## config.mk

```make
export PLATFORM = sky130hd
export DESIGN_NAME = neuron_accumulator
export DESIGN_NICKNAME = d
export VERILOG_FILES = /design/src/rtl/neuron_accumulator.sv
export SDC_FILE = /design/constraint.sdc
export NUM_CORES = 1
export LEC_CHECK = 0
export CORE_ASPECT_RATIO = 0.7
export CORE_MARGIN = 2
export CORE_UTILIZATION = 60
export CTS_CLUSTER_DIAMETER = 150
export DETAILED_ROUTE_END_ITERATION = 12
export DONT_BUFFER_PORTS = 1
export HOLD_SLACK_MARGIN = 0.1
export MAX_ROUTING_LAYER = met4
export PLACE_DENSITY = 0.77
export SLEW_MARGIN = 20
export SYNTH_ARGS = -nofsm -noshare
export SYNTH_HDL_FRONTEND = slang
export SYNTH_SLANG_ARGS = --single-unit
```

## constraint.sdc

```tcl
create_clock -name clk_in -period 2.6 [get_ports clk_in]
set_input_delay 0.52 -clock clk_in [delete_from_list [all_inputs] [get_ports clk_in]]
set_output_delay 0.52 -clock clk_in [all_outputs]
set_load 0.005 [all_outputs]
```

## src/rtl/neuron_accumulator.sv

```systemverilog
// Neuron MAC back end: sums INPUT_COUNT products onto a bias, saturates, optionally rectifies.
// Optional ReLU activation is enabled by defining NEURON_ACCUMULATOR_RELU_EN.
module neuron_accumulator #(
    parameter int unsigned FIXED_POINT_LENGTH   = 16,
    parameter int unsigned FIXED_POINT_POSITION = 10,
    parameter int unsigned INPUT_COUNT          = 8
) (
    input  logic                          clk_in,
    input  logic                          rst_n_in,
    input  logic                          start_in,
    input  logic [FIXED_POINT_LENGTH-1:0] bias_in,
    input  logic [FIXED_POINT_LENGTH-1:0] product_in,
    input  logic                          product_valid_in,
    output logic [FIXED_POINT_LENGTH-1:0] result_out,
    output logic                          result_valid_out,
    output logic                          busy_out
);

    localparam int unsigned CntW = $clog2(INPUT_COUNT + 1);
    localparam int unsigned AccW = FIXED_POINT_LENGTH + CntW + 1;
    localparam int unsigned ExtW = AccW - FIXED_POINT_LENGTH;

    localparam logic signed [AccW-1:0] SatMax =
        {{(ExtW + 1){1'b0}}, {(FIXED_POINT_LENGTH - 1){1'b1}}};
    localparam logic signed [AccW-1:0] SatMin =
        {{(ExtW + 1){1'b1}}, {(FIXED_POINT_LENGTH - 1){1'b0}}};

    // Bias and products share one Q format, so the fraction width only constrains legality.
    if (INPUT_COUNT == 0 || FIXED_POINT_POSITION >= FIXED_POINT_LENGTH) begin : gen_bad_params
        $error("neuron_accumulator: illegal parameter combination");
    end

    typedef enum logic [1:0] {
        StIdle,
        StAccumulate,
        StFinalize
    } state_e;

    state_e                          state_q, state_d;
    logic signed [AccW-1:0]          acc_q, acc_d;
    logic [CntW-1:0]                 cnt_q, cnt_d;
    logic [FIXED_POINT_LENGTH-1:0]   result_q, result_d;
    logic                            result_valid_q, result_valid_d;

    logic signed [AccW-1:0]          bias_ext;
    logic signed [AccW-1:0]          prod_ext;
    logic [CntW-1:0]                 cnt_inc;
    logic [FIXED_POINT_LENGTH-1:0]   sat_val;
    logic [FIXED_POINT_LENGTH-1:0]   act_val;

    assign bias_ext = {{ExtW{bias_in[FIXED_POINT_LENGTH-1]}}, bias_in};
    assign prod_ext = {{ExtW{product_in[FIXED_POINT_LENGTH-1]}}, product_in};
    assign cnt_inc  = cnt_q + CntW'(1);

    always_comb begin
        sat_val = acc_q[FIXED_POINT_LENGTH-1:0];
        if (acc_q > SatMax) begin
            sat_val = {1'b0, {(FIXED_POINT_LENGTH - 1){1'b1}}};
        end else if (acc_q < SatMin) begin
            sat_val = {1'b1, {(FIXED_POINT_LENGTH - 1){1'b0}}};
        end
    end

`ifdef NEURON_ACCUMULATOR_RELU_EN
    assign act_val = sat_val[FIXED_POINT_LENGTH-1] ? '0 : sat_val;
`else
    assign act_val = sat_val;
`endif

    always_comb begin
        state_d        = state_q;
        acc_d          = acc_q;
        cnt_d          = cnt_q;
        result_d       = result_q;
        result_valid_d = 1'b0;

        unique case (state_q)
            StIdle: begin
                if (start_in) begin
                    acc_d   = bias_ext;
                    cnt_d   = '0;
                    state_d = StAccumulate;
                end
            end
            StAccumulate: begin
                if (product_valid_in) begin
                    acc_d = acc_q + prod_ext;
                    cnt_d = cnt_inc;
                    if (cnt_inc == CntW'(INPUT_COUNT)) begin
                        state_d = StFinalize;
                    end
                end
            end
            StFinalize: begin
                result_d       = act_val;
                result_valid_d = 1'b1;
                state_d        = StIdle;
            end
            default: state_d = StIdle;
        endcase
    end

    always_ff @(posedge clk_in) begin
        if (!rst_n_in) begin
            state_q        <= StIdle;
            acc_q          <= '0;
            cnt_q          <= '0;
            result_q       <= '0;
            result_valid_q <= 1'b0;
        end else begin
            state_q        <= state_d;
            acc_q          <= acc_d;
            cnt_q          <= cnt_d;
            result_q       <= result_d;
            result_valid_q <= result_valid_d;
        end
    end

    assign result_out       = result_q;
    assign result_valid_out = result_valid_q;
    assign busy_out         = (state_q != StIdle);

endmodule
```

== Yosys cells after proc, flatten, opt, wreduce, memory -nomap -nowiden ==
Cells that the tools add are included.
Word-level totals
  ROM bits: 0
  logic and storage cells: 33
  memories kept: 0
  bits of input ports: 36
  register bits: 44
  bits in latches: 0
  memory bits (writable): 0
Cells by class
  divide/modulo/power cells: 0
  order comparisons: 2
  bitwise operators: 0
  mux-type cells: 13
  multipliers: 0
  shifts and indexed selects: 0
  equality and inequality tests: 6
  reduce and logical (&&, ||, !) cells: 5
  $add $sub $neg: 2
Operator list (number)
  two-way mux 21 bit: 2
  case mux 21 bit (2 select lines): 1
  two-way mux 16 bit: 2
  adder 21 x 16 -> 21 bit: 1
  > comparator 21 x 16 -> 1 bit, second input constant: 1
  less-than comparator 21 x 16 -> 1 bit, second input constant: 1
  two-way mux 4 bit: 2
  case mux 4 bit (2 select lines): 1
  two-way mux 2 bit: 3
  inequality test 2 bit, second input constant: 3
  AND reduction 3 bit: 2
  adder 4 x 1 -> 4 bit, second input constant: 1
  equality test 4 bit, second input constant: 1
  case mux 2 bit (2 select lines): 1
  nonzero test 2 bit: 2
  equality test 2 x 1 -> 1 bit, second input constant: 1
  equality test 2 bit, second input constant: 1
  zero test 2 bit: 1
  two-way mux 1 bit: 1

== Depth between registers and ports, before layout ==
Gate-level depths: netlist (run 1).
  word-level depth: 5
  mapped depth: 8
  depth with buffers taken out: 8

== Worst setup path before layout (run 1) ==
No wires, ideal clock.
  path kind: in2reg
  start: input port product_in[0]
  end: register acc_q[20]
  slack: 210 ps
  data arrival time: 2260 ps
  setup time: 130 ps
  stages on the path: 8
  data required time: 2470 ps
  cell sequence: ha_1 > fa_1 > a21o_1 > a221o_2 > a221oi_2 > o21ai_0 > xnor2_1 > o22ai_1
On the way
  word-level cells in the longest chain between the ends: 3
RTL lines
  start: declaration: line 12  | input logic [FIXED_POINT_LENGTH-1:0] product_in,
  adder 21 x 16 -> 21 bit: line 87  | acc_d = acc_q + prod_ext;
  two-way mux 21 bit: line 86  | if (product_valid_in) begin
  case mux 21 bit (2 select lines): line 77  | unique case (state_q)
  end signal: assignment: line 106  | acc_q <= '0;
  end signal: assignment: line 112  | acc_q <= acc_d;
  end: declaration: line 40  | logic signed [AccW-1:0] acc_q, acc_d;
No other way between the ends. The select of a mux whose other input is x is not followed.
A chain may end at the register's enable or synchronous reset.

== Worst setup path after layout (run 1) ==
  start: register acc_q[0]
  end: register acc_q[20]
On the way
  word-level cells in the longest chain between the ends: 3
RTL lines (line)
  adder 21 x 16 -> 21 bit: 87
  two-way mux 21 bit: 86
  case mux 21 bit (2 select lines): 77
No other way between the ends. The select of a mux whose other input is x is not followed.

==> metrics.txt, run 1 <==
maximum clock rate between 400 and 500 MHz; critical path launch point acc_q[0]; reg-to-reg setup timing slack roughly 0.17 ns; DR iter-0 viols between 200 and 300; RD Place Congestion 1.03; die area between 5000 and 6000 um^2; total number of yosys warnings 0; number of enable flip-flop cells after synthesis 0; synth unique cells about 50; critical path required time between 2 and 3 ns; Initial Utilization roughly 64%; most frequent cells in the layout a21oi_1 (53), nand2_1 (45), dfxtp_1 (44); CP endpoint kind flip-flop; hpwl dp between 5000 and 6000 um; final setup fails 0; cts hold-fix bufs 0; antenna viol nets, final 0; vias in the first global route roughly 2500; die width ~86 um; CP endpoint acc_q[20]; Critical R2R Launch acc_q[0]; detailed-route DRC error count 0; unrepaired setup endpoints after global routing false; peak supply drop about 0.00041 V; syn_area_per_cell 7.69 um^2; Die Ht 61.7 um; DR vias ~2900; M3 GR Usage 7.27%; setup bufs post-CTS 0; Hold WS 0.347 ns; P_leak between 1 and 1.5 nW; Fillers 372; H-tree Lvls 2; Setup Total Neg Slack 0 ns; total gr overflow 0; Slowest cell on crit path fa_1; Inserted Diodes 0; Worst Setup Slack, final roughly 0.17 ns; post-synth net total 429; worst-path cell chain ha_1 > fa_1 > a21o_1 > a221o_2 > a221oi_2 > o21ai_0 > xnor2_1 > o22ai_1; Mapped Area between 2000 and 3000 um^2; TritonCTS Buffers 5; via-per-instance ratio around 6.7; worst relative slew slack about 55%; final hold vios 0; gr busiest metal met2; hold crit path type input pin to flip-flop; Total Wirelength between 7000 and 8000 um; post-layout min period 2.43 ns; first-pass GRT wire length 12200 um; Pwr Density 597 nW/um^2; Core Region about 4500 um^2; async set or reset register ratio after synthesis 0%; GRT Overall Usage 30.6%; CP arrival 2.62 ns; TritonRoute pass-1 iters 5; Layout area overhead 7.28%; post-synth top area share a little under a third; clk_skew around 0.0085 ns; MaxCap Viol Count 0; I/O pins 54; Final period util about 93%; CP max stage delay a little over 0.4 ns; status complete, no violations; initial antenna violation count 0; Least-Margin Pin Slew 0.674 ns; met1 Usage GRT around 43%; synth top area cells dfxtp_1 (31%), a21oi_1 (9.3%), ha_1 (9.2%); Setup Crit Path Kind flip-flop to flip-flop; Port Buffers 0; clk sinks between 40 and 50; main flop type after synthesis dfxtp_1; reg-to-reg critical path endpoint acc_q[20]; CTS root buf clkbuf_8; NumNets Final around 430; post-cts repair resize count 0; Post-Synthesis Cells between 300 and 400; clock latency at the later pin of the worst-skew pair approximately 0.30 ns; Clock Path Buffers 2; biggest area consumer among synthesized cells dfxtp_1; GR Layer Usage met2 between 40% and 50%; largest net degree at the start of global routing 29; worst-case reg-to-reg path depth 8; Slew Limit Fails 0; CP max FO 3; Avg WL per Cell between 15 and 20 um; crit start category flip-flop; clk slew on worst S/H paths approximately 0.090 ns; Setup WS pre-CTS around 0.021 ns; row cnt 20; CTS tree yes; most common cell after layout, fill and taps aside a21oi_1; FF+latch count, synth 44; register area share after synthesis between 30% and 40%; layout cell share with drive strength beyond 1 between 7 and 8%
==> routing by layer <==
| layer | up-vias | wire length, um | share of wire (%) |
|---|---|---|---|
| li1 | 1365 | - | - |
| met1 | 1332 | 3640 | 46 |
| met2 | 145 | 3290 | 42 |
| met3 | 20 | 759 | 9.6 |
| met4 | 0 | 180 | 2.3 |
| met5 | - | 0 | 0 |
==> cell families after synthesis <==
group / Yosys count / share of synthesized area, %
XOR/XNOR: 14 / 4.30
AO/OA/AOI/OAI: 148 / 32.8
multiplexers: 2 / 0.745
buffers and inverters: 25 / 3.33
adder cells (fa/ha/maj): 22 / 9.91
AND/OR/NAND/NOR: 116 / 18.0
flip-flops: 44 / 30.9
==> power by group <==
group	switching [mW]	internal [mW]
registers	0.0389	0.711
logic	0.307	0.208
clock network	0.250	0.315
==> worst min-delay path by stage <==
stage          startpoint             end  slack [ns]  depth (start not counted)
2_1_floorplan   acc_q[10]       acc_q[10]        0.45                          2
3_3_place_gp     acc_q[5]        acc_q[5]        0.46                          2
3_5_place_dp     acc_q[2]        acc_q[2]        0.47                          2
4_1_cts          rst_n_in  result_out[13]        0.34                          2
5_1_grt          rst_n_in  result_out[11]        0.35                          2
6_report         rst_n_in        acc_q[7]        0.35                          1
==> cell type report <==
class                           count  area, um^2  share of cell area, %
Timing Repair Buffer               12        90.1                   2.94
Clock buffer                        6        82.6                   2.70
Sequential cell                    44         881                   28.8
Inverter                            5        18.8                  0.613
Multi-Input combinational cell    302        1880                   61.5
Clock inverter                      2        38.8                   1.27
Tap cell                           55        68.8                   2.25
==> worst max-delay path: cells and delay by family (launching register included) <==
kind	cells	cell delay, ns
adders and majority gates	2	0.63
AOI/OAI and AO/OA	5	1.18
DFF	1	0.35
xor gates and xnor gates	1	0.16
==> cell usage after synthesis, types with 6 or more instances <==
library cell,instances
a21oi_1,53
nand2_1,45
dfxtp_1,44
nor2_1,38
o21ai_0,32
ha_1,21
clkbuf_1,19
o211ai_1,11
a21o_1,9
xnor2_1,9
nand3_1,8
o221ai_1,6
==> per-stage QoR <==
stage	cell area (um^2)	total power [mW]	std cells	util (%)
after floorplan	2850	1.14	371	-
after global placement	2940	1.25	418	65.9
after detailed placement	2940	1.27	418	65.9
after CTS	3060	1.82	426	68.7
after global routing	3060	1.92	426	68.7
final	3060	1.83	426	68.7
==> state kept, by name (all words and copies together), names as in the netlist <==
name              count
result_valid_out      1
result_out           16
acc_q                21
state_q               2
cnt_q                 4
Note: power is estimated with default switching activity, not from simulation.
==> run 2, diff against run 1 <==
--- a/config.mk
+++ b/config.mk
@@ -7,13 +7,13 @@
 export LEC_CHECK = 0
 export CORE_ASPECT_RATIO = 0.7
 export CORE_MARGIN = 2
-export CORE_UTILIZATION = 60
+export CORE_UTILIZATION = 57
 export CTS_CLUSTER_DIAMETER = 150
 export DETAILED_ROUTE_END_ITERATION = 12
 export DONT_BUFFER_PORTS = 1
 export HOLD_SLACK_MARGIN = 0.1
 export MAX_ROUTING_LAYER = met4
-export PLACE_DENSITY = 0.77
+export PLACE_DENSITY = 0.76
 export SLEW_MARGIN = 20
 export SYNTH_ARGS = -nofsm -noshare
 export SYNTH_HDL_FRONTEND = slang
==> constraint.sdc (replaced) <==
create_clock -name clk_in -period 2.1 [get_ports clk_in]
set_input_delay 0.42 -clock clk_in [delete_from_list [all_inputs] [get_ports clk_in]]
set_output_delay 0.42 -clock clk_in [all_outputs]
set_load 0.005 [all_outputs]
==> run 2 against run 1 <==
The flow now finishes with violations (setup timing). Power up 29%. First-iteration DRC count down 20%. Combinational power up 52%. Critical path depth unchanged. Non-clock buffer count up 29. Routed wire length up 7.3%. Die area up 5.0%. Global-route usage up 1.0 points. Register-to-register slack worse by 0.31 ns. Worst hold slack worse by 0.10 ns. Fmax up 8.3%. Via count up 2.1%.
==> metrics.txt, run 2 (synthesis results as in run 1) <==
status complete, but fails checks; failing checks setup timing; Slew Limit Fails 0 (unchanged); register area 887 um^2 (+0.71%); Least-Margin Pin Slew 0.617 ns (-0.0574 ns); max reg flops 21 (unchanged); hpwl dp 6270 um (+5.6%); clock share of power 27.6% (-3.2 points); Slowest cell on crit path a221o_2; CP bufs+invs 0 (unchanged); MaxCap Viol Count 0 (unchanged); clk_skew 0.00917 ns (+0.000692 ns); vias in the first global route 2829 (+13%); Clock Path Buffers 2 (unchanged); Layout area overhead 19.7%; antenna viol nets, final 0 (unchanged); Pwr Density 690 nW/um^2 (+16%); Worst Setup Slack, final -0.144 ns (-0.314 ns); Total Wirelength 8440 um (+7.3%); cts hold-fix bufs 0 (unchanged); I/O pins 54 (unchanged); largest reg by FF count acc_q; final cell count without fillers 469 (+10%); TritonRoute pass-1 iters 5 (unchanged); Psw 777 uW (+30%); Multi-input gate area 2010 um^2 (+6.7%); clk slew on worst S/H paths 0.09 ns (about the same); die width 88.6 um (+2.5%); Net Sw Frac 32.9% (+0.37 points); initial antenna violation count 0 (unchanged); hold crit path type input pin to flip-flop; post-layout min period 2.24 ns (-0.186 ns); DR iter-0 viols 205 (-20%); total gr overflow 0 (unchanged); detailed-route DRC error count 0 (unchanged); total chip power 2.36 mW (+29%); Initial Utilization 59.4% (-4.7 points); Final period util 107% (+13 points); Comb power frac 33.2% (+5.0 points); placed cell count 454 (+8.6%); Final Util 71.0% (+2.3 points); first-pass GRT wire length 13400 um (+9.5%); Setup WS pre-CTS -0.233 ns (-0.254 ns); layout cell share with drive strength beyond 1 18.0% (+10 points); worst relative slew slack 58.9% (+3.8 points); sequential share of power 39.2% (-1.8 points); Port Buffers 0 (unchanged); critical path required time 2.34 ns (-0.45 ns); via-per-instance ratio 6.23 (-7.2%); peak supply drop 0.000422 V (+2.1%); CTS root buf clkbuf_8; CTS tree yes; clk sinks 44 (unchanged); CP max FO 2 (-1); DR vias 2923 (+2.1%); RD Place Congestion 0.947 (-7.9%); P_leak 1.40 nW (+11%); CP endpoint kind flip-flop; most common cell after layout, fill and taps aside a21oi_1; GRT Overall Usage 31.6% (+1.0 points); H-tree Lvls 2 (unchanged); CP max stage delay 0.40 ns (about the same); crit-path leading delay family compound AO/OA/AOI/OAI gates; Avg WL per Cell 18.0 um (-2.5%); NumNets Final 457 (+6.8%); die area 5600 um^2 (+5.0%); maximum clock rate 446 MHz (+8.3%); Die Ht 63.2 um (+2.4%); TritonCTS Buffers 5 (unchanged); internal power 1.58 mW (+28%); clock latency at the later pin of the worst-skew pair 0.31 ns (about the same); worst-path cell chain ha_4 > fa_2 > a21o_1 > a221o_2 > a221oi_4 > xnor2_1 > o221ai_1 > a21oi_1; Inserted Diodes 0 (unchanged); row cnt 21 (+5.0%); Fillers 398 (+7.0%); crit start category flip-flop; final setup fails 8 (+8); largest net degree at the start of global routing 29 (unchanged); Setup Crit Path Kind flip-flop to flip-flop; unrepaired setup endpoints after global routing true; final hold vios 0 (unchanged); CP arrival 2.48 ns (-0.14 ns); most frequent cells in the layout a21oi_1 (52), nand2_1 (45), dfxtp_1 (41), buf_4 (41), nor2_1 (37); Core Region 4810 um^2 (+7.9%)
## run 2: cell types whose count changed in the layout (fill, tap and decap cells not counted), sizes merged
cell,previous run,this run
buf,12,41
## run 2: power groups by stage
stage	sequential [mW]	clock [mW]	combinational, mW
final	0.924	0.650	0.784
after global routing	0.929	0.688	0.859
after CTS	0.921	0.664	0.735
after detailed placement	0.939	0	0.711
after global placement	0.939	0	0.696
after floorplan	0.930	0	0.503
## run 2: layout make-up
| type | instances | area share, % |
|---|---|---|
| Timing Repair Buffer | 41 | 9.01 |
| Clock inverter | 2 | 1.03 |
| Multi-Input combinational cell | 302 | 58.8 |
| Inverter | 5 | 0.549 |
| Sequential cell | 44 | 26.0 |
| Tap cell | 69 | 2.53 |
| Clock buffer | 6 | 2.12 |
## run 2: metal layers
layer / part of all wire (%) / routed length (um) / global-route usage (%)
met1: 47 / 3960 / 44.7
met2: 42 / 3560 / 45.0
met3: 9.5 / 798 / 7.08
met4: 1.4 / 116 / 9.47
met5: 0 / 0 / -
## run 2: through the flow
stage	TNS, ns	hold WS (ns)	cell area (um^2)
4_1_cts	-0.486	0.235	3320
6_report	-0.626	0.246	3420
5_1_grt	-1.40	0.223	3420
3_5_place_dp	-1.01	0.469	3170
2_1_floorplan	-0.178	0.449	2900
3_3_place_gp	-0.695	0.462	3170
## run 2: path summary, 6_finish.rpt
kind / slack, ns / depth (start not counted) / start / endpoint
setup reg to reg: -0.14 / 8 / acc_q[0] / acc_q[12]
setup / recovery: -0.14 / 8 / acc_q[0] / acc_q[12]
hold reg to reg: 0.48 / 2 / acc_q[2] / acc_q[2]
hold / removal: 0.25 / 1 / rst_n_in / result_valid_out
## run 2: repair_timing
item,4_1_cts,5_1_grt
gates resized for setup,5,13
pin swaps,9,21
buffers inserted,3,4
endpoints found under the setup margin,5,12
gates cloned,0,0
==> run 3, diff against run 2 <==
--- a/config.mk
+++ b/config.mk
@@ -5,6 +5,7 @@
 export SDC_FILE = /design/constraint.sdc
 export NUM_CORES = 1
 export LEC_CHECK = 0
+export ABC_AREA = 0
 export CORE_ASPECT_RATIO = 0.7
 export CORE_MARGIN = 2
 export CORE_UTILIZATION = 57
==> results of run 3 <==
Same layout as run 2: the final DEF is identical, and so are final timing and power.
